$ cat config.mk
export PLATFORM = sky130hd
export DESIGN_NAME = adc_spi_sampler
export DESIGN_NICKNAME = d
export VERILOG_FILES = /design/src/rtl/adc_spi_sampler.sv
export SDC_FILE = /design/constraint.sdc
export NUM_CORES = 1
export LEC_CHECK = 0
export CORE_MARGIN = 1
export CORE_UTILIZATION = 35
export CTS_CLUSTER_SIZE = 40
export DETAILED_ROUTE_END_ITERATION = 16
export MAX_ROUTING_LAYER = met4
export PLACE_DENSITY = 0.59
export SETUP_SLACK_MARGIN = 0.2
export SYNTH_ARGS = -nofsm -noshare
export SYNTH_HDL_FRONTEND = slang
export SYNTH_SLANG_ARGS = --single-unit
$ cat constraint.sdc
create_clock -name clk_in_i -period 2.55 [get_ports clk_in_i]
set_input_delay 0.6375 -clock clk_in_i [delete_from_list [all_inputs] [get_ports clk_in_i]]
set_output_delay 0.6375 -clock clk_in_i [all_outputs]
set_load 0.02 [all_outputs]
$ cat src/rtl/adc_spi_sampler.sv
// adc_spi_sampler
//   Periodic SPI ADC reader for the PID sensor path. Every SAMPLE_PERIOD
//   clocks one 16-bit mode-0 SPI frame is read (MSB first). 2^AVG_LOG2
//   consecutive samples are averaged, and the result is presented on
//   sens_data_o together with a RDY_HOLD-cycle level strobe.
// Ports
//   clk_in_i        system clock (only clock)
//   reset_n_i       asynchronous active-low reset
//   enable_i        run enable; low aborts any frame and idles
//   spi_miso_i      ADC serial data
//   spi_sclk_o      SPI clock, idle low
//   spi_cs_n_o      ADC chip select, active low
//   sens_data_o     averaged sample
//   sens_data_rdy_o new-data strobe
//   busy_o          frame in progress
//   overrun_o       sticky: tick arrived while busy (cleared by enable low)
module adc_spi_sampler #(
  parameter int unsigned CLK_DIV       = 4,
  parameter int unsigned SAMPLE_PERIOD = 50000,
  parameter int unsigned AVG_LOG2      = 2,
  parameter int unsigned RDY_HOLD      = 4
) (
  input  logic        clk_in_i,
  input  logic        reset_n_i,
  input  logic        enable_i,
  input  logic        spi_miso_i,
  output logic        spi_sclk_o,
  output logic        spi_cs_n_o,
  output logic [15:0] sens_data_o,
  output logic        sens_data_rdy_o,
  output logic        busy_o,
  output logic        overrun_o
);

  localparam int unsigned TICK_W = (SAMPLE_PERIOD > 1) ? $clog2(SAMPLE_PERIOD) : 1;
  localparam int unsigned DIV_W  = $clog2(CLK_DIV);
  localparam int unsigned RDY_W  = $clog2(RDY_HOLD + 1);
  localparam int unsigned ACC_W  = 16 + AVG_LOG2;
  localparam int unsigned CNT_W  = AVG_LOG2 + 1;

  localparam logic [TICK_W-1:0] TICK_LAST = TICK_W'(SAMPLE_PERIOD - 1);
  localparam logic [DIV_W-1:0]  DIV_LAST  = DIV_W'(CLK_DIV - 1);
  localparam logic [RDY_W-1:0]  RDY_LOAD  = RDY_W'(RDY_HOLD);
  localparam logic [CNT_W-1:0]  AVG_N     = CNT_W'(1 << AVG_LOG2);

  typedef enum logic [2:0] {S_IDLE, S_SETUP, S_SHIFT, S_HOLD, S_ACCUM} state_e;

  state_e            state_q, state_d;
  logic [TICK_W-1:0] tick_q, tick_d;
  logic [DIV_W-1:0]  div_q, div_d;
  logic [4:0]        phase_q, phase_d;
  logic [15:0]       shift_q, shift_d;
  logic [ACC_W-1:0]  acc_q, acc_d;
  logic [CNT_W-1:0]  cnt_q, cnt_d;
  logic [15:0]       data_q, data_d;
  logic [RDY_W-1:0]  rdy_cnt_q, rdy_cnt_d;
  logic              rdy_q, rdy_d;
  logic              sclk_q, sclk_d;
  logic              cs_n_q, cs_n_d;
  logic              busy_q, busy_d;
  logic              overrun_q, overrun_d;

  logic              tick;
  logic              div_done;
  logic [ACC_W-1:0]  acc_sum;
  logic [CNT_W-1:0]  cnt_inc;

  always_comb begin
    state_d   = state_q;
    div_d     = '0;
    phase_d   = phase_q;
    shift_d   = shift_q;
    acc_d     = acc_q;
    cnt_d     = cnt_q;
    data_d    = data_q;
    sclk_d    = sclk_q;
    cs_n_d    = cs_n_q;
    overrun_d = overrun_q;

    tick     = enable_i && (tick_q == TICK_LAST);
    div_done = (div_q == DIV_LAST);
    acc_sum  = acc_q + ACC_W'(shift_q);
    cnt_inc  = cnt_q + CNT_W'(1);

    tick_d    = (!enable_i || tick_q == TICK_LAST) ? '0 : tick_q + TICK_W'(1);
    rdy_cnt_d = (rdy_cnt_q != '0) ? rdy_cnt_q - RDY_W'(1) : '0;

    if (!enable_i) begin
      // Abort: the ready strobe timer and sens_data are left untouched.
      state_d   = S_IDLE;
      cs_n_d    = 1'b1;
      sclk_d    = 1'b0;
      phase_d   = '0;
      shift_d   = '0;
      acc_d     = '0;
      cnt_d     = '0;
      overrun_d = 1'b0;
    end else begin
      if (tick && state_q != S_IDLE) overrun_d = 1'b1;
      case (state_q)
        S_IDLE: begin
          if (tick) begin
            state_d = S_SETUP;
            cs_n_d  = 1'b0;
          end
        end
        S_SETUP: begin
          div_d = div_done ? '0 : div_q + DIV_W'(1);
          if (div_done) begin
            state_d = S_SHIFT;
            sclk_d  = 1'b1;
            phase_d = '0;
          end
        end
        S_SHIFT: begin
          // 32 half-periods; even phases are SCLK high. Sample at the start
          // of each high phase, which is the cycle SCLK rose.
          div_d = div_done ? '0 : div_q + DIV_W'(1);
          if (div_q == '0 && !phase_q[0]) shift_d = {shift_q[14:0], spi_miso_i};
          if (div_done) begin
            if (phase_q == 5'd31) begin
              state_d = S_HOLD;
              sclk_d  = 1'b0;
            end else begin
              phase_d = phase_q + 5'd1;
              sclk_d  = ~sclk_q;
            end
          end
        end
        S_HOLD: begin
          div_d = div_done ? '0 : div_q + DIV_W'(1);
          if (div_done) begin
            state_d = S_ACCUM;
            cs_n_d  = 1'b1;
          end
        end
        S_ACCUM: begin
          state_d = S_IDLE;
          if (cnt_inc == AVG_N) begin
            data_d    = 16'(acc_sum >> AVG_LOG2);
            rdy_cnt_d = RDY_LOAD;
            acc_d     = '0;
            cnt_d     = '0;
          end else begin
            acc_d = acc_sum;
            cnt_d = cnt_inc;
          end
        end
        default: state_d = S_IDLE;
      endcase
    end

    rdy_d  = (rdy_cnt_d != '0);
    busy_d = (state_d != S_IDLE);
  end

  always_ff @(posedge clk_in_i or negedge reset_n_i) begin
    if (!reset_n_i) begin
      state_q   <= S_IDLE;
      tick_q    <= '0;
      div_q     <= '0;
      phase_q   <= '0;
      shift_q   <= '0;
      acc_q     <= '0;
      cnt_q     <= '0;
      data_q    <= '0;
      rdy_cnt_q <= '0;
      rdy_q     <= 1'b0;
      sclk_q    <= 1'b0;
      cs_n_q    <= 1'b1;
      busy_q    <= 1'b0;
      overrun_q <= 1'b0;
    end else begin
      state_q   <= state_d;
      tick_q    <= tick_d;
      div_q     <= div_d;
      phase_q   <= phase_d;
      shift_q   <= shift_d;
      acc_q     <= acc_d;
      cnt_q     <= cnt_d;
      data_q    <= data_d;
      rdy_cnt_q <= rdy_cnt_d;
      rdy_q     <= rdy_d;
      sclk_q    <= sclk_d;
      cs_n_q    <= cs_n_d;
      busy_q    <= busy_d;
      overrun_q <= overrun_d;
    end
  end

  assign spi_sclk_o      = sclk_q;
  assign spi_cs_n_o      = cs_n_q;
  assign sens_data_o     = data_q;
  assign sens_data_rdy_o = rdy_q;
  assign busy_o          = busy_q;
  assign overrun_o       = overrun_q;

endmodule

After elaboration in Yosys (flattened, before gate mapping)

Cells that the tools add are included.

Register bits after elaboration: 87
Bits of input ports: 4
Output and inout port bits: 21

Add/subtract/negate cells: 6
Equality and inequality tests: 19
Multiplexer cells: 39
Bitwise gates (word level): 1
Reductions and logical operators: 18

Operators by type and width:

| cell                                                  | count |
|---|---|
| two-way mux 16 bit                                    | 4 |
| two-way mux 18 bit                                    | 3 |
| two-way mux 3 bit                                     | 13 |
| two-way mux 5 bit                                     | 4 |
| adder 18 x 16 -> 18 bit                               | 1 |
| adder 16 x 1 -> 16 bit, second input constant         | 1 |
| equality test 16 bit, second input constant           | 1 |
| inequality test 3 bit, second input constant          | 5 |
| case mux 3 bit (4 select lines)                       | 1 |
| nonzero test 3 bit                                    | 4 |
| case mux 5 bit (2 select lines)                       | 1 |
| AND reduction 3 bit                                   | 3 |
| two-way mux 1 bit                                     | 8 |
| inequality test 2 x 1 -> 1 bit, second input constant | 4 |
| equality test 3 x 2 -> 1 bit, second input constant   | 2 |
| equality test 3 bit, second input constant            | 2 |
| two-way mux 2 bit                                     | 3 |
| inequality test 3 x 1 -> 1 bit, second input constant | 2 |
| adder 5 x 1 -> 5 bit, second input constant           | 1 |
| equality test 5 bit, second input constant            | 1 |
| case mux 1 bit (2 select lines)                       | 2 |
| AND reduction 4 bit                                   | 1 |
| adder 3 x 1 -> 3 bit, second input constant           | 1 |
| equality test 3 x 1 -> 1 bit, second input constant   | 1 |
| other kinds (11)                                      | 14 |

Depth between registers and ports, before layout

Gate-level depths: netlist of run 1.

Depth after elaboration: 6
Depth in mapped cells: 9
Mapped depth without buffers: 9

Worst setup path before layout of run 1

Ideal clock, no wire load.

Path type: flip-flop to flip-flop
Start point: register shift_q[0]
End point: register data_q[6] (netlist: sens_data_o[6])
Setup time: 0.125 ns
Arrival: 2.172 ns
Required time: 2.425 ns
Setup slack: 0.253 ns
Cell stages (with the launch flop): 9
Buffers on the path: 0
Clock period less this slack: 2.297 ns
Path through: dfrtp_1 > ha_1 > fa_1 > a21o_1 > a221oi_1 > o21bai_1 > a21oi_1 > xnor2_1 > mux2_2

Word-level cells in the longest chain between the ends: 1

RTL lines:

| item                    | line | RTL |
|---|---|---|
| from (decl)             | 52   | `logic [15:0] shift_q, shift_d;` |
| from (signal assigned)  | 178  | `shift_q <= shift_d;` |
| adder 18 x 16 -> 18 bit | 82   | `acc_sum = acc_q + ACC_W'(shift_q);` |
| to (signal assigned)    | 181  | `data_q <= data_d;` |
| to (decl)               | 55   | `logic [15:0] data_q, data_d;` |

No other way between the ends.
A chain may end at the register's enable or synchronous reset.

Worst setup path after layout of run 1

Start point: register shift_q[6]
End point: register acc_q[13]

Word-level cells in the longest chain between the ends: 4

RTL lines:

| item                    | line | RTL |
|---|---|---|
| adder 18 x 16 -> 18 bit | 82   |  |
| two-way mux 18 bit      | 139  | `if (cnt_inc == AVG_N) begin` |
| two-way mux 18 bit      | 100  | `case (state_q)` |
| two-way mux 18 bit      | 88   | `if (!enable_i) begin` |
| to (signal assigned)    | 164  | `acc_q <= '0;` |
| to (signal assigned)    | 179  | `acc_q <= acc_d;` |
| to (decl)               | 53   | `logic [ACC_W-1:0] acc_q, acc_d;` |

No other way between the ends. The select of a mux whose other input is x is not followed.

==> results of run 1 <==
[power groups by stage]
stage	Combinational, mW	Clock, mW	Sequential (mW)
2_1_floorplan	0.0248	0	1.41
5_1_grt	0.0823	1.40	1.39
3_5_place_dp	0.0745	0	1.41
4_1_cts	0.0748	1.34	1.39
6_report	0.0710	1.30	1.39
3_3_place_gp	0.0741	0	1.41
[Yosys cell counts, types with 2 or more instances]
master	n
sky130_fd_sc_hd__nor4_1	3
sky130_fd_sc_hd__a31oi_1	4
sky130_fd_sc_hd__nand3_1	19
sky130_fd_sc_hd__a21o_2	3
sky130_fd_sc_hd__xor2_1	18
sky130_fd_sc_hd__a21o_1	7
sky130_fd_sc_hd__o21bai_1	2
sky130_fd_sc_hd__inv_1	18
sky130_fd_sc_hd__nor3_1	5
sky130_fd_sc_hd__or3_1	4
sky130_fd_sc_hd__mux2_2	4
sky130_fd_sc_hd__and4_1	2
sky130_fd_sc_hd__ha_1	26
sky130_fd_sc_hd__dfrtp_1	86
sky130_fd_sc_hd__and2_1	7
sky130_fd_sc_hd__o21ai_0	16
sky130_fd_sc_hd__and3_1	9
sky130_fd_sc_hd__nor2_1	30
sky130_fd_sc_hd__xnor2_1	10
sky130_fd_sc_hd__o21a_1	5
sky130_fd_sc_hd__o31ai_1	2
sky130_fd_sc_hd__nor3b_1	2
sky130_fd_sc_hd__a21oi_1	21
sky130_fd_sc_hd__nand2_1	42
sky130_fd_sc_hd__nand2b_1	5
sky130_fd_sc_hd__nand4_1	6
sky130_fd_sc_hd__nor2b_1	20
sky130_fd_sc_hd__a31o_2	2
sky130_fd_sc_hd__a22o_1	11
sky130_fd_sc_hd__o221ai_1	2
sky130_fd_sc_hd__a221oi_1	3
sky130_fd_sc_hd__clkbuf_1	13
sky130_fd_sc_hd__buf_2	4
sky130_fd_sc_hd__mux2i_1	23
[worst paths after layout]
kind | start | endpoint | slack [ps] | depth (start not counted)
max | shift_q[6] | acc_q[13] | 240 | 7
min in group clk_in_i | div_q[0] | div_q[0] | 470 | 1
min | reset_n_i | state_q[2] | 260 | 1
max reg2reg | shift_q[6] | acc_q[13] | 240 | 7
min reg2reg | div_q[0] | div_q[0] | 470 | 1
max in group asynchronous | reset_n_i | sens_data_o[11] | 1680 | 2
[layer usage]
layer,vias up,track usage
met5,-,-
met4,0,0.05316
li1,1697,-
met3,13,0.02575
met2,43,0.2271
met1,1627,0.2172
[sequential cells by signal, indices dropped and copies added, names as in the netlist]
name and cells:
tick_q 16, spi_cs_n_o 1, phase_q 5, rdy_cnt_q 3, shift_q 16, overrun_o 1
acc_q 18, spi_sclk_o 1, div_q 2, sens_data_o 16, busy_o 1, state_q 3
sens_data_rdy_o 1, cnt_q 3
[kinds of logic (layout without fill, tap and decap cells)]
| group | after synthesis | after routing | share of synthesized area |
|---|---|---|---|
| flip-flops | 87 | 87 | 0.4694 |
| AND/OR/NAND/NOR | 157 | 157 | 0.1693 |
| XOR/XNOR | 28 | 28 | 0.05284 |
| multiplexers | 27 | 27 | 0.05931 |
| buffers and inverters | 37 | 84 | 0.03127 |
| AO/OA/AOI/OAI | 93 | 93 | 0.1434 |
| adder cells (fa/ha/maj) | 27 | 27 | 0.07441 |
[cells in the final DEF (no fill, tap or decap), types with 4 or more instances in the layout]
cell type and instances:
sky130_fd_sc_hd__o21ai_0 15, sky130_fd_sc_hd__dfrtp_1 85, sky130_fd_sc_hd__nor2b_1 20, sky130_fd_sc_hd__a21o_1 7, sky130_fd_sc_hd__o21a_1 5, sky130_fd_sc_hd__nand4_1 6
sky130_fd_sc_hd__or3_1 4, sky130_fd_sc_hd__and2_1 7, sky130_fd_sc_hd__nand2_1 42, sky130_fd_sc_hd__mux2i_1 23, sky130_fd_sc_hd__nor3_1 5, sky130_fd_sc_hd__nand2b_1 5
sky130_fd_sc_hd__inv_1 18, sky130_fd_sc_hd__and3_1 9, sky130_fd_sc_hd__ha_1 20, sky130_fd_sc_hd__mux2_2 4, sky130_fd_sc_hd__a21oi_1 21, sky130_fd_sc_hd__buf_4 26
sky130_fd_sc_hd__xor2_1 18, sky130_fd_sc_hd__xnor2_1 10, sky130_fd_sc_hd__a22o_1 11, sky130_fd_sc_hd__clkdlybuf4s50_1 23, sky130_fd_sc_hd__nand3_1 19, sky130_fd_sc_hd__nor2_1 30
sky130_fd_sc_hd__clkbuf_16 9
[layout make-up]
| cell class | count | area, µm² |
|---|---|---|
| clock buffer | 13 | 250.2 |
| clock inverter | 3 | 42.54 |
| fill | 1213 | 7166 |
| inverter | 18 | 67.56 |
| multi-input combinational | 332 | 2407 |
| sequential | 87 | 2180 |
| tap | 172 | 215.2 |
| timing repair buffer | 50 | 445.4 |
[worst reg2reg max path, cell delays in order (launching register included)]
cell,delay [ps]
sky130_fd_sc_hd__dfrtp_1,420
sky130_fd_sc_hd__ha_4,280
sky130_fd_sc_hd__a21o_1,170
sky130_fd_sc_hd__a31o_1,250
sky130_fd_sc_hd__a311oi_4,340
sky130_fd_sc_hd__a21oi_2,100
sky130_fd_sc_hd__or3_1,360
sky130_fd_sc_hd__a32o_2,280
[repair_timing]
action	4_1_cts	5_1_grt
gates resized for setup	1	18
endpoints found under the hold margin	0	0
pin swaps	1	10
setup buffers	1	9
endpoints found under the setup margin	6	22
==> summary.md, run 1 <==
The starting density of the core came out at 0.3633. The run gives 0.4390 as the share of the core filled with cells in the final layout. The logs give 0.1552 for the overall fraction of global-route tracks in use and 0 for the initial antenna violation count. The logs give 0.026 for the portion of total power attributed to combinational logic and 160.1 ps for the worst-case setup slack after placement. The leakage power of the design is 2.690 nW, and the row count is 41. Summing all non-filler instances in the final layout gives an area of 0.005608 mm². After layout, the worst setup slack is 242.8 ps. Excluding fillers, the count of instances in the completed layout stands at 675. The run gives 4.393 ps as the setup skew after layout.

The logs give 4809 µm for the routed length on met1 and 0 for the DRC violation count after routing. The average instance in the mapped netlist occupies 10.18 µm². Walking the worst path, the cells encountered are ha_4, a21o_1, a31o_1, a311oi_4, a21oi_2, or3_1, a32o_2. In this design, the largest share of critical-path delay is due to compound AO/OA/AOI/OAI gates. The post-route clock period utilization is 0.9048, and the number of antenna-violating nets in the routed design is 0. The total count of max-transition violations in the final report came out at 0. In this run the worst path has a maximum fanout of 5. The setup TNS was 0 ps.

Hold repair after CTS inserted 0 buffers. The logs give 233.8 µV for the worst IR drop on VDD and 4 for the iteration count of the initial detailed-routing pass. The synthesized netlist net count came out at 487. After detailed routing, the met3 layer carries 276 µm of wire. The post-synthesis async set-or-reset flop share came out at 1.000. The tree is rooted in a sky130_fd_sc_hd__clkbuf_16.

The floorplan die area is 0.01372 mm², and the share of total power consumed by net switching is 0.2065. Clock latency on the worst-skew pair, taken at its later pin, is 340 ps. For the number of max-cap violations, the log shows 0. Pin placement for this block handled 25 I/O pins. Compared with the post-synthesis result, the final layout area differs by 20.84%.

The sequential area share after synthesis is 0.4694, and the final HPWL from detailed placement is 6771 µm. Counting distinct cell types in the post-synthesis netlist gives 56. The core region is 0.01277 mm². After synthesis, the cell types taking the most area are sky130_fd_sc_hd__dfrtp_1 (46%), sky130_fd_sc_hd__ha_1 (7.0%), sky130_fd_sc_hd__mux2i_1 (5.0%), sky130_fd_sc_hd__nand2_1 (3.4%), sky130_fd_sc_hd__xor2_1 (3.4%). The final layout contains routed wiring with a total length of 9514 µm. The top layer used by detailed routing was met4.

The critical path contains buffers and inverters numbering 0 combined. The ratio of cells with drive above 1 in the final layout is 0.1372, and the starting DRC count in detailed routing is 121. The number of global-route vias before repair is 3,268. The run gives 0 as the count of inserted antenna diode cells. After detailed routing, the met2 layer carries 4292 µm of wire.

Summed over all layers, the global routing overflow is 0. The flow ran to the end, and the final reports show no timing, DRC or antenna violations. The prevailing post-synth register cell was sky130_fd_sc_hd__dfrtp_1. Cell internal power was estimated by the tool at 2.191 mW. The count of flip-flops with a built-in enable after synthesis is 0.

The clock period could shrink to 2307 ps. Setup repair after global routing could not meet its margin everywhere. The count of mapped cells out of synthesis was 456. For this run, the slowest stage of the critical path takes 420 ps. The die is 117.2 µm tall. The worst hold path belongs to the class in2async. The data arrival time of the worst path is 2530 ps, and the cell area reported after detailed placement is 0.005149 mm². The net count of the finished layout is 529.

The die is 117.2 µm wide. Synthesis inferred 87 register bits. The highest-delay cell along the critical path is sky130_fd_sc_hd__dfrtp_1. At the pin with the least slew margin, the transition time is 473.9 ps. For the top achievable clock speed, the log shows 433.4 MHz. The per-cell routed wire length came out at 14.09 µm. The per-cell via count in the routed design is 5.007.

Capturing element type of the critical path: a flip-flop. For the hold violation count in the final report, the log shows 0. The tools report the startpoint type of the worst setup path as a flip-flop.

The run gives 0.004641 mm² as the netlist area before placement. For the worst setup path, the data required time is 2770 ps. For the relative contribution of the clock network to total power, the log shows 0.472. The run gives 16,170 µm as the first-pass GRT wire length. In this run the number of H-tree levels came out at 3.

Counting every sink on the clock net gives 87. The count of buffers added on input and output ports is 24. For this design the total switching power over the nets is 570.2 µW.

The total power density per cell area is 492.4 mW/mm². For the worst hold slack, the log shows 263.2 ps. The largest total area in the synthesized netlist belongs to sky130_fd_sc_hd__dfrtp_1. The maximum number of pins on one net before global-route repair came out at 38. The kind of critical path was reg2reg. After clock tree synthesis, the clock-pin slew on the worst setup and hold paths is 60 ps. The area share of the largest cell type after synthesis came out at 0.4637. The cell count after placement is 649. For the tightest slew margin relative to the limit, the log shows 0.6833. The design draws 2.761 mW. Yosys printed 0 warnings. The logs give 0.503 for the fraction of power consumed by sequential logic and 2 for the largest buffer count on any clock path. TritonCTS built the clock tree.

The routed layout has 3,380 vias. The final weighted congestion of routability-driven global placement was 0.8182. TritonCTS created 9 clock buffers. The number of setup violations in the final report was 0.
Power figures use the tool's default switching activity.
==> run 2, diff against run 1 <==
--- a/config.mk
+++ b/config.mk
@@ -12,6 +12,7 @@
 export MAX_ROUTING_LAYER = met4
 export PLACE_DENSITY = 0.59
 export SETUP_SLACK_MARGIN = 0.2
+export SLEW_MARGIN = 20
 export SYNTH_ARGS = -nofsm -noshare
 export SYNTH_HDL_FRONTEND = slang
 export SYNTH_SLANG_ARGS = --single-unit
==> results of run 2 <==
No change in the layout: final DEF, timing and power equal those of run 1.
